[src/rtl/dep_issue_sched.sv]
// Purpose: dependency-matrix issue scheduler; holds one dependency row per buffer slot and offers one ready slot per cycle.
// Latency: a dependency-free alloc is offered the cycle after alloc; a consumer wakes the cycle after its producer completes.
// Backpressure: the offer holds while issue_ready is low; illegal alloc/complete events are dropped and set sticky err.
// Optional: define OLDEST_FIRST_EN to select the oldest ready slot via an age matrix instead of the lowest index.
module dep_issue_sched #(
  parameter int bs = 16
) (
  input  logic                   clk,
  input  logic                   rst,
  input  logic                   alloc_valid,
  input  logic [$clog2(bs)-1:0]  buffer_index,
  input  logic [bs-1:0]          idt,
  output logic                   issue_valid,
  output logic [$clog2(bs)-1:0]  issue_index,
  input  logic                   issue_ready,
  input  logic                   complete_valid,
  input  logic [$clog2(bs)-1:0]  complete_index,
  output logic [bs-1:0]          free_vec,
  output logic                   full,
  output logic                   empty,
  output logic                   err
);

  localparam int iw = $clog2(bs);

  typedef enum logic [1:0] {
    S_FREE   = 2'b00,
    S_WAIT   = 2'b01,
    S_ISSUED = 2'b10
  } slot_state_t;

  slot_state_t         state [bs];
  logic [bs-1:0]       dep   [bs];
  logic [bs-1:0]       ready;
  logic [bs-1:0]       live_n;
  logic [bs-1:0]       alloc_row;
  logic                cpl_ok;
  logic                alloc_ok;
  logic                issue_fire;

  // Per-slot readiness and status vectors, purely from registered state.
  always_comb begin
    ready    = '0;
    free_vec = '0;
    for (int i = 0; i < bs; i++) begin
      ready[i]    = (state[i] == S_WAIT) && (dep[i] == '0);
      free_vec[i] = (state[i] == S_FREE);
    end
    full  = ~|free_vec;
    empty = &free_vec;
  end

`ifdef OLDEST_FIRST_EN
  // older[i][j]=1 means slot j was allocated before slot i and is still tracked.
  logic [bs-1:0] older [bs];

  // Offer the ready slot that has no older ready slot; age order is total so it is unique.
  always_comb begin
    issue_valid = |ready;
    issue_index = '0;
    for (int i = 0; i < bs; i++) begin
      if (ready[i] && ((ready & older[i]) == '0)) begin
        issue_index = i[iw-1:0];
      end
    end
  end

  // Age matrix: a new slot is younger than everything live; nobody treats it as older.
  always_ff @(posedge clk or posedge rst) begin
    if (rst) begin
      for (int i = 0; i < bs; i++) begin
        older[i] <= '0;
      end
    end else if (alloc_ok) begin
      for (int i = 0; i < bs; i++) begin
        older[i][buffer_index] <= 1'b0;
      end
      older[buffer_index] <= live_n;
    end
  end
`else
  // Offer the lowest-index ready slot.
  always_comb begin
    issue_valid = |ready;
    issue_index = '0;
    for (int i = bs - 1; i >= 0; i--) begin
      if (ready[i]) begin
        issue_index = i[iw-1:0];
      end
    end
  end
`endif

  // Event qualification: completion applies first so a same-cycle alloc sees the freed slot and bypassed column.
  always_comb begin
    cpl_ok     = complete_valid && (state[complete_index] == S_ISSUED);
    issue_fire = issue_valid && issue_ready;
    live_n     = ~free_vec;
    if (cpl_ok) begin
      live_n[complete_index] = 1'b0;
    end
    alloc_ok  = alloc_valid && !live_n[buffer_index];
    // Dependencies on free slots (incl. tracker's post-reset all-ones) and on itself are meaningless.
    alloc_row = idt & live_n;
    alloc_row[buffer_index] = 1'b0;
  end

  // Slot state, dependency rows and sticky error update.
  always_ff @(posedge clk or posedge rst) begin
    if (rst) begin
      for (int i = 0; i < bs; i++) begin
        state[i] <= S_FREE;
        dep[i]   <= '0;
      end
      err <= 1'b0;
    end else begin
      if (cpl_ok) begin
        state[complete_index] <= S_FREE;
        for (int i = 0; i < bs; i++) begin
          dep[i][complete_index] <= 1'b0;
        end
        dep[complete_index] <= '0;
      end
      if (issue_fire) begin
        state[issue_index] <= S_ISSUED;
      end
      if (alloc_ok) begin
        state[buffer_index] <= S_WAIT;
        dep[buffer_index]   <= alloc_row;
      end
      if ((alloc_valid && !alloc_ok) || (complete_valid && !cpl_ok)) begin
        err <= 1'b1;
      end
    end
  end

endmodule

[config.mk]
export PLATFORM = sky130hd
export DESIGN_NAME = dep_issue_sched
export DESIGN_NICKNAME = d
export VERILOG_FILES = /design/src/rtl/dep_issue_sched.sv
export SDC_FILE = /design/constraint.sdc
export NUM_CORES = 1
export LEC_CHECK = 0
export BUFFER_PORTS_ARGS = -buffer_cell sky130_fd_sc_hd__clkbuf_2
export CAP_MARGIN = 15
export CORE_ASPECT_RATIO = 1.2
export CORE_MARGIN = 3
export CORE_UTILIZATION = 45
export CTS_BUF_LIST = sky130_fd_sc_hd__clkbuf_8
export DETAILED_ROUTE_END_ITERATION = 8
export SYNTH_ARGS = -nofsm -noshare
export SYNTH_HDL_FRONTEND = slang
export SYNTH_SLANG_ARGS = --single-unit
[constraint.sdc]
create_clock -name clk -period 17.6 [get_ports clk]
set_input_delay 0.88 -clock clk [delete_from_list [all_inputs] [get_ports clk]]
set_output_delay 0.88 -clock clk [all_outputs]
set_load 0.01 [all_outputs]
==> qor.yml, run 1 <==
core_sq_um: 30830
insertion_delay_ns: 0.59
routed_wl_um: 55470
post-route-period-util_pct: 26.90
power.leakage_nw: 7.466
peakVddDrop_mv: 0.07437
synth_area_sq_um: 14260
ys_seq_elements: 289
slew_violations: 0
grt_max_degree: 139
final_cells: 1820
timing.setup.tns_ns: 0
synthCells: 1354
hold_class: "in2async"
grt_setup_unrepaired: "no"
dp_hpwl_um: 35480
post_cts_buffers: 0
rrSetupSlack_ns: 13.70
synthArstFlopShare_pct: 100.0
drive_above_1_share_pct: 14.33
outcome: "complete, no violations"
synth_nets: 1383
arrival_ns: 3.85
ys.warnings.count: 0
cts_tree: "yes"
die_h_um: 201.0
fin_crit_ns: 4.734
finalSetupViolations: 0
utilization_pct: 51.27
clock_sinks: 289
cap_violations: 0
wl_per_cell_um: 30.48
overflow: 0
dieArea_sq_um: 33870
postCtsResizedCells: 0
holdWs_ns: 0.4711
antenna_cells: 0
dp.cells: 1734
grt_first_pass_wirelength_um: 82560
initial_core_util_pct: 46.26
p_per_area_nw_per_um2: 153.4
vias_per_cell: 6.716
track_usage_pct: 32.66
cp.required_ns: 16.72
area_growth_pct: 10.83
finClkSkew_ns: 0.03049
gp_congestion: 0.9787
numCtsBuffers: 47
clk_pin_slew_worst_paths_ns: 0.06
ys.flop_type: "dfrtp_1"
yosysSeqAreaShare_pct: 50.71
max-slew-margin-rel_pct: 20.99
tightestPinTransition_ns: 1.185
syn_avg_cell_area_sq_um: 10.53
htree_levels: 2
drcViolationCount: 0
max_clock_freq_ghz: 0.2112
worstPathMaxFanout: 5
hold_viol_final: 0
first_global_vias: 12240
crit_type: "reg2out"
yosysUniqueCellTypes: 78
synth-edff-count: 0
rows: 70
cts_hold_buffers: 0
die_w_um: 168.5
cp-start-kind: "register"
end_kind: "output port"
cts-root-buf: "clkbuf_8"
cts_buffer_depth: 3
io_buffers: 52
antenna_found_initial: 1
num_vias: 12220
ios: 53
drtPass1Iterations: 5
nFillCells: 2792
fin_nets: 1418
ant_nets: 0
drtIter0Drc: 1318
[sequential cells by signal (all words and copies together), names as in the netlist]
name and flops:
state 32, dep 256, err 1
[layout by cell type, fill, tap and decap left out, types with 7 or more instances in the layout]
master / instances
nand3_1: 138
dfrtp_1: 289
nor4b_1: 15
a31o_2: 20
nor2b_1: 9
o221ai_1: 15
mux2i_1: 179
nand3b_1: 12
or2_2: 10
and2_1: 7
o21ai_0: 63
nor2_1: 73
inv_1: 48
nor3_1: 26
clkbuf_8: 56
and3_1: 11
o211ai_1: 14
nand2_1: 66
buf_4: 33
o21ai_1: 21
nor4_1: 48
clkbuf_2: 52
nand2b_1: 10
nand4_1: 22
nand4b_1: 7
or3_1: 11
or4_1: 18
a21o_1: 8
o2111ai_1: 20
[metal layers]
layer / GRT usage, % / vias up / part of all wire [%]
li1: - / 5173 / -
met1: 43.46 / 6175 / 40
met2: 49.37 / 690 / 44
met3: 7.780 / 185 / 9.4
met4: 17.74 / 0 / 6.7
met5: 0 / - / 0
[worst paths after layout]
check	start	endpoint	depth (start not counted)
min in group clk	err$_DFFE_PP0P_	err$_DFFE_PP0P_	1
worst max register to register	state[5]$_DFF_PP0_	state[14]$_DFF_PP0_	7
worst min-delay path	rst	dep[150]$_DFF_PP0_	2
worst max-delay path	state[5]$_DFF_PP0_	issue_index[0]	8
worst min register to register	err$_DFFE_PP0P_	err$_DFFE_PP0P_	1
max in group asynchronous	rst	dep[174]$_DFF_PP0_	3
[stage by stage]
step	instance area [sq um]	setup slack [ns]	power [mW]
6_report	15810	12.87	2.425
5_1_grt	15810	12.54	2.541
4_1_cts	15770	12.47	2.414
3_5_place_dp	14860	13.06	1.839
3_3_place_gp	14830	12.89	1.827
2_1_floorplan	14260	8.743	1.469
[Yosys cell counts, drive strengths merged (12+ instances only)]
cell     instances  area (sq um)
o221ai          17         148.9
nor3            26         130.1
a31o            20         175.2
mux2i          179          1792
dfrtp          289          7232
nor4            49         306.5
clkbuf          73         274.0
nor4b           15         131.4
nand3          140         710.7
buf             30         197.7
o211ai          14         105.1
o2111ai         22         216.5
inv             25         93.84
o21ai           84         420.4
nor2            77         314.0
or2             15         93.84
nand2           68         260.3
nand4           23         150.1
nand3b          12         90.09
or4             18         135.1
[cells by family (layout without fill, tap and decap cells)]
group                  count (synthesis)  in the layout  synth area share [%]
AO/OA/AOI/OAI                        236            236                 12.31
XOR/XNOR                               1              1               0.06142
buffers and inverters                128            198                 3.965
multiplexers                         181            181                 12.88
AND/OR/NAND/NOR                      519            519                 20.08
flip-flops                           289            289                 50.71
[worst max-delay path, stage by stage, from the launching register on]
cell and delay [ns]:
dfrtp_1 0.45, nor4b_1 0.88, nand4_1 0.32, or2_2 0.39
a2111oi_0 0.38, dlymetal6s2s_1 0.26, o41ai_1 0.12, nand2_1 0.27
clkbuf_2 0.19
[layout make-up]
type / instances / area, sq um / area share, %
repair buffers: 89 / 586.8 / 3.712
well taps: 396 / 495.5 / 3.134
multi-input cells: 937 / 6489 / 41.05
flip-flops and latches: 289 / 7232 / 45.75
clock buffers: 56 / 770.7 / 4.876
inverters: 25 / 101.3 / 0.6411
clock inverters: 28 / 132.6 / 0.8390
[power by group]
group | internal (mW) | switching [mW]
logic | 0.308 | 0.564
registers | 0.836 | 0.147
clock network | 0.301 | 0.268
total | 1.45 | 0.980
Note: power is estimated with default switching activity, not from simulation.
==> run 2: changes to the inputs <==
clock period = 4.85 ns   (was 17.6 ns; I/O delays follow)
==> qor.yml, run 2 (synthesized netlist as in run 1, its figures left out) <==
outcome: "complete, no violations"  # unchanged
drcViolationCount: 0  # unchanged
peakVddDrop_mv: 0.3179  # was 0.07437 mV
clk_pin_slew_worst_paths_ns: 0.06  # about the same
clock_sinks: 289  # unchanged
antenna_cells: 0  # unchanged
timing.setup.tns_ns: 0  # unchanged
layout_common_cells: "dfrtp_1, mux2i_1, nand3_1, nor2_1, nand2_1"  # unchanged
p_per_area_nw_per_um2: 559.9  # was 153.4 nW/um^2
crit_type: "reg2out"  # unchanged
cp-start-kind: "register"  # unchanged
arrival_ns: 4.03  # was 3.85 ns
post_cts_buffers: 0  # unchanged
track_usage_pct: 32.47  # was 32.66%
slew_violations: 0  # unchanged
core_sq_um: 30830  # unchanged
rrSetupSlack_ns: 1.17  # was 13.70 ns
htree_levels: 2  # unchanged
rows: 70  # unchanged
nFillCells: 2841  # was 2792
antenna_found_initial: 1  # unchanged
cap_violations: 0  # unchanged
dieArea_sq_um: 33870  # unchanged
io_buffers: 52  # unchanged
hold_class: "in2async"  # unchanged
worstPathMaxFanout: 5  # unchanged
die_h_um: 201.0  # unchanged
hold_viol_final: 0  # unchanged
reg2reg_to: "dep[161]$_DFF_PP0_"  # was state[14]$_DFF_PP0_
cp_slowest_cell: "a2111oi_0"  # was nor4b_1
dp.cells: 1743  # was 1734
dp_hpwl_um: 36430  # was 35480 um
cts-root-buf: "clkbuf_8"  # unchanged
routed_wl_um: 55170  # was 55470 um
initial_core_util_pct: 46.26  # unchanged
end_kind: "output port"  # unchanged
largest_reg_flops: 256  # unchanged
largest-register: "dep"  # unchanged
rr_worst_depth: 7  # unchanged
max-slew-margin-rel_pct: 15.02  # was 20.99%
gp_congestion: 1.034  # was 0.9787
power.leakage_nw: 7.462  # was 7.466 nW
area_growth_pct: 11.45  # was 10.83%
r2r-start: "state[31]$_DFF_PP0_"  # was state[5]$_DFF_PP0_
cp_cell_sequence: "nor4b_1 -> nand4_1 -> or2_2 -> a2111oi_0 -> o41ai_1 -> nand2_1 -> clkbuf_2"  # was nor4b_1 -> nand4_1 -> or2_2 -> a2111oi_0 -> dlymetal6s2s_1 -> o41ai_1 -> nand2_1 -> clkbuf_2
drtIter0Drc: 1388  # was 1318
numCtsBuffers: 47  # unchanged
post-route-period-util_pct: 88.04
first_global_vias: 12060  # was 12240
vias_per_cell: 6.666  # was 6.716
grt_first_pass_wirelength_um: 81820  # was 82560 um
slowest_delay_ns: 1.04  # was 0.88 ns
cp-startpoint: "state[5]$_DFF_PP0_"  # unchanged
top_regs: "dep x256, state x32, err x1"  # unchanged
postCtsResizedCells: 0  # unchanged
cts_hold_buffers: 1  # was 0
fin_nets: 1426  # was 1418
cp.required_ns: 4.61  # was 16.72 ns
die_w_um: 168.5  # unchanged
wl_per_cell_um: 30.18  # was 30.48 um
tightestPinTransition_ns: 1.243  # was 1.185 ns
fin_crit_ns: 4.270
ios: 53  # unchanged
cts_tree: "yes"  # unchanged
grt_max_degree: 174  # was 139
cts_buffer_depth: 3  # unchanged
num_vias: 12190  # was 12220
drtPass1Iterations: 6  # was 5
crit_path_end: "issue_index[0]"  # unchanged
ant_nets: 0  # unchanged
final_cells: 1828  # was 1820
grt_setup_unrepaired: "no"  # unchanged
max_clock_freq_ghz: 0.2342
final_common_cell: "dfrtp_1"  # unchanged
finalSetupViolations: 0  # unchanged
finClkSkew_ns: 0.02615  # was 0.03049 ns
drive_above_1_share_pct: 15.71  # was 14.33%
insertion_delay_ns: 0.61  # was 0.59 ns
overflow: 0  # unchanged
[run 2: cell count changes in the layout (fill, tap and decap cells not counted), moves of 2 or more]
cell / before / now
buf_16: 2 / 0
inv_1: 48 / 36
clkinv_2: 1 / 5
buf_4: 33 / 43
clkbuf_8: 56 / 60
clkinvlp_4: 0 / 3
[run 2: worst max-delay path, delay by kind of cell (launching register included)]
family	cells	cell delay, ns
AOI/OAI and AO/OA	2	1.22
and+or+nand+nor	4	1.55
buffers and inverters	1	0.19
DFF	1	0.47
[run 2: area by class of cell]
cell class | instances | area (sq um) | share of cell area, %
multi-input cells | 937 | 6491 | 40.84
flip-flops and latches | 289 | 7232 | 45.50
clock inverters | 24 | 140.1 | 0.8816
inverters | 25 | 97.59 | 0.6140
well taps | 396 | 495.5 | 3.117
clock buffers | 60 | 825.8 | 5.195
repair buffers | 97 | 613.1 | 3.857
[run 2: power by group]
part / switching [mW] / internal (mW) / total (mW)
clock network: 1.04 / 1.17 / 2.21
registers: 0.520 / 3.03 / 3.55
logic: 2.02 / 1.12 / 3.14
total: 3.58 / 5.32 / 8.90
[run 2: layer usage]
| layer | up-vias | track usage, % | routed length [um] |
|---|---|---|---|
| met2 | 666 | 49.91 | 24950 |
| li1 | 5193 | - | - |
| met4 | 2 | 14.06 | 2672 |
| met3 | 151 | 8.253 | 5272 |
| met1 | 6174 | 43.70 | 22260 |
| met5 | - | 0 | 13 |
[run 2: worst min path at each step]
stage / startpoint / to / slack (ns) / cells past startpoint
3_5_place_dp: rst / dep[247]$_DFF_PP0_ / 0.16 / 2
2_1_floorplan: dep[240]$_DFF_PP0_ / dep[240]$_DFF_PP0_ / 0.45 / 1
4_1_cts: issue_ready / state[27]$_DFF_PP0_ / 0.08 / 3
3_3_place_gp: rst / dep[247]$_DFF_PP0_ / 0.16 / 2
6_report: rst / dep[231]$_DFF_PP0_ / 0.11 / 3
5_1_grt: issue_ready / state[27]$_DFF_PP0_ / 0.1 / 3
[run 2: stage by stage]
stage | setup slack [ns] | hold WS (ns) | utilization (%) | power [mW] | cell area (sq um)
floorplan | 0.7743 | 0.4546 | - | 5.332 | 14270
global placement | 1.237 | 0.1559 | 48.39 | 6.593 | 14920
detailed placement | 1.162 | 0.1621 | 48.39 | 6.646 | 14920
CTS | 0.7501 | 0.08185 | 51.56 | 8.853 | 15900
global route | 0.6138 | 0.09617 | 51.56 | 9.336 | 15900
finish | 0.5802 | 0.1070 | 51.56 | 8.899 | 15900
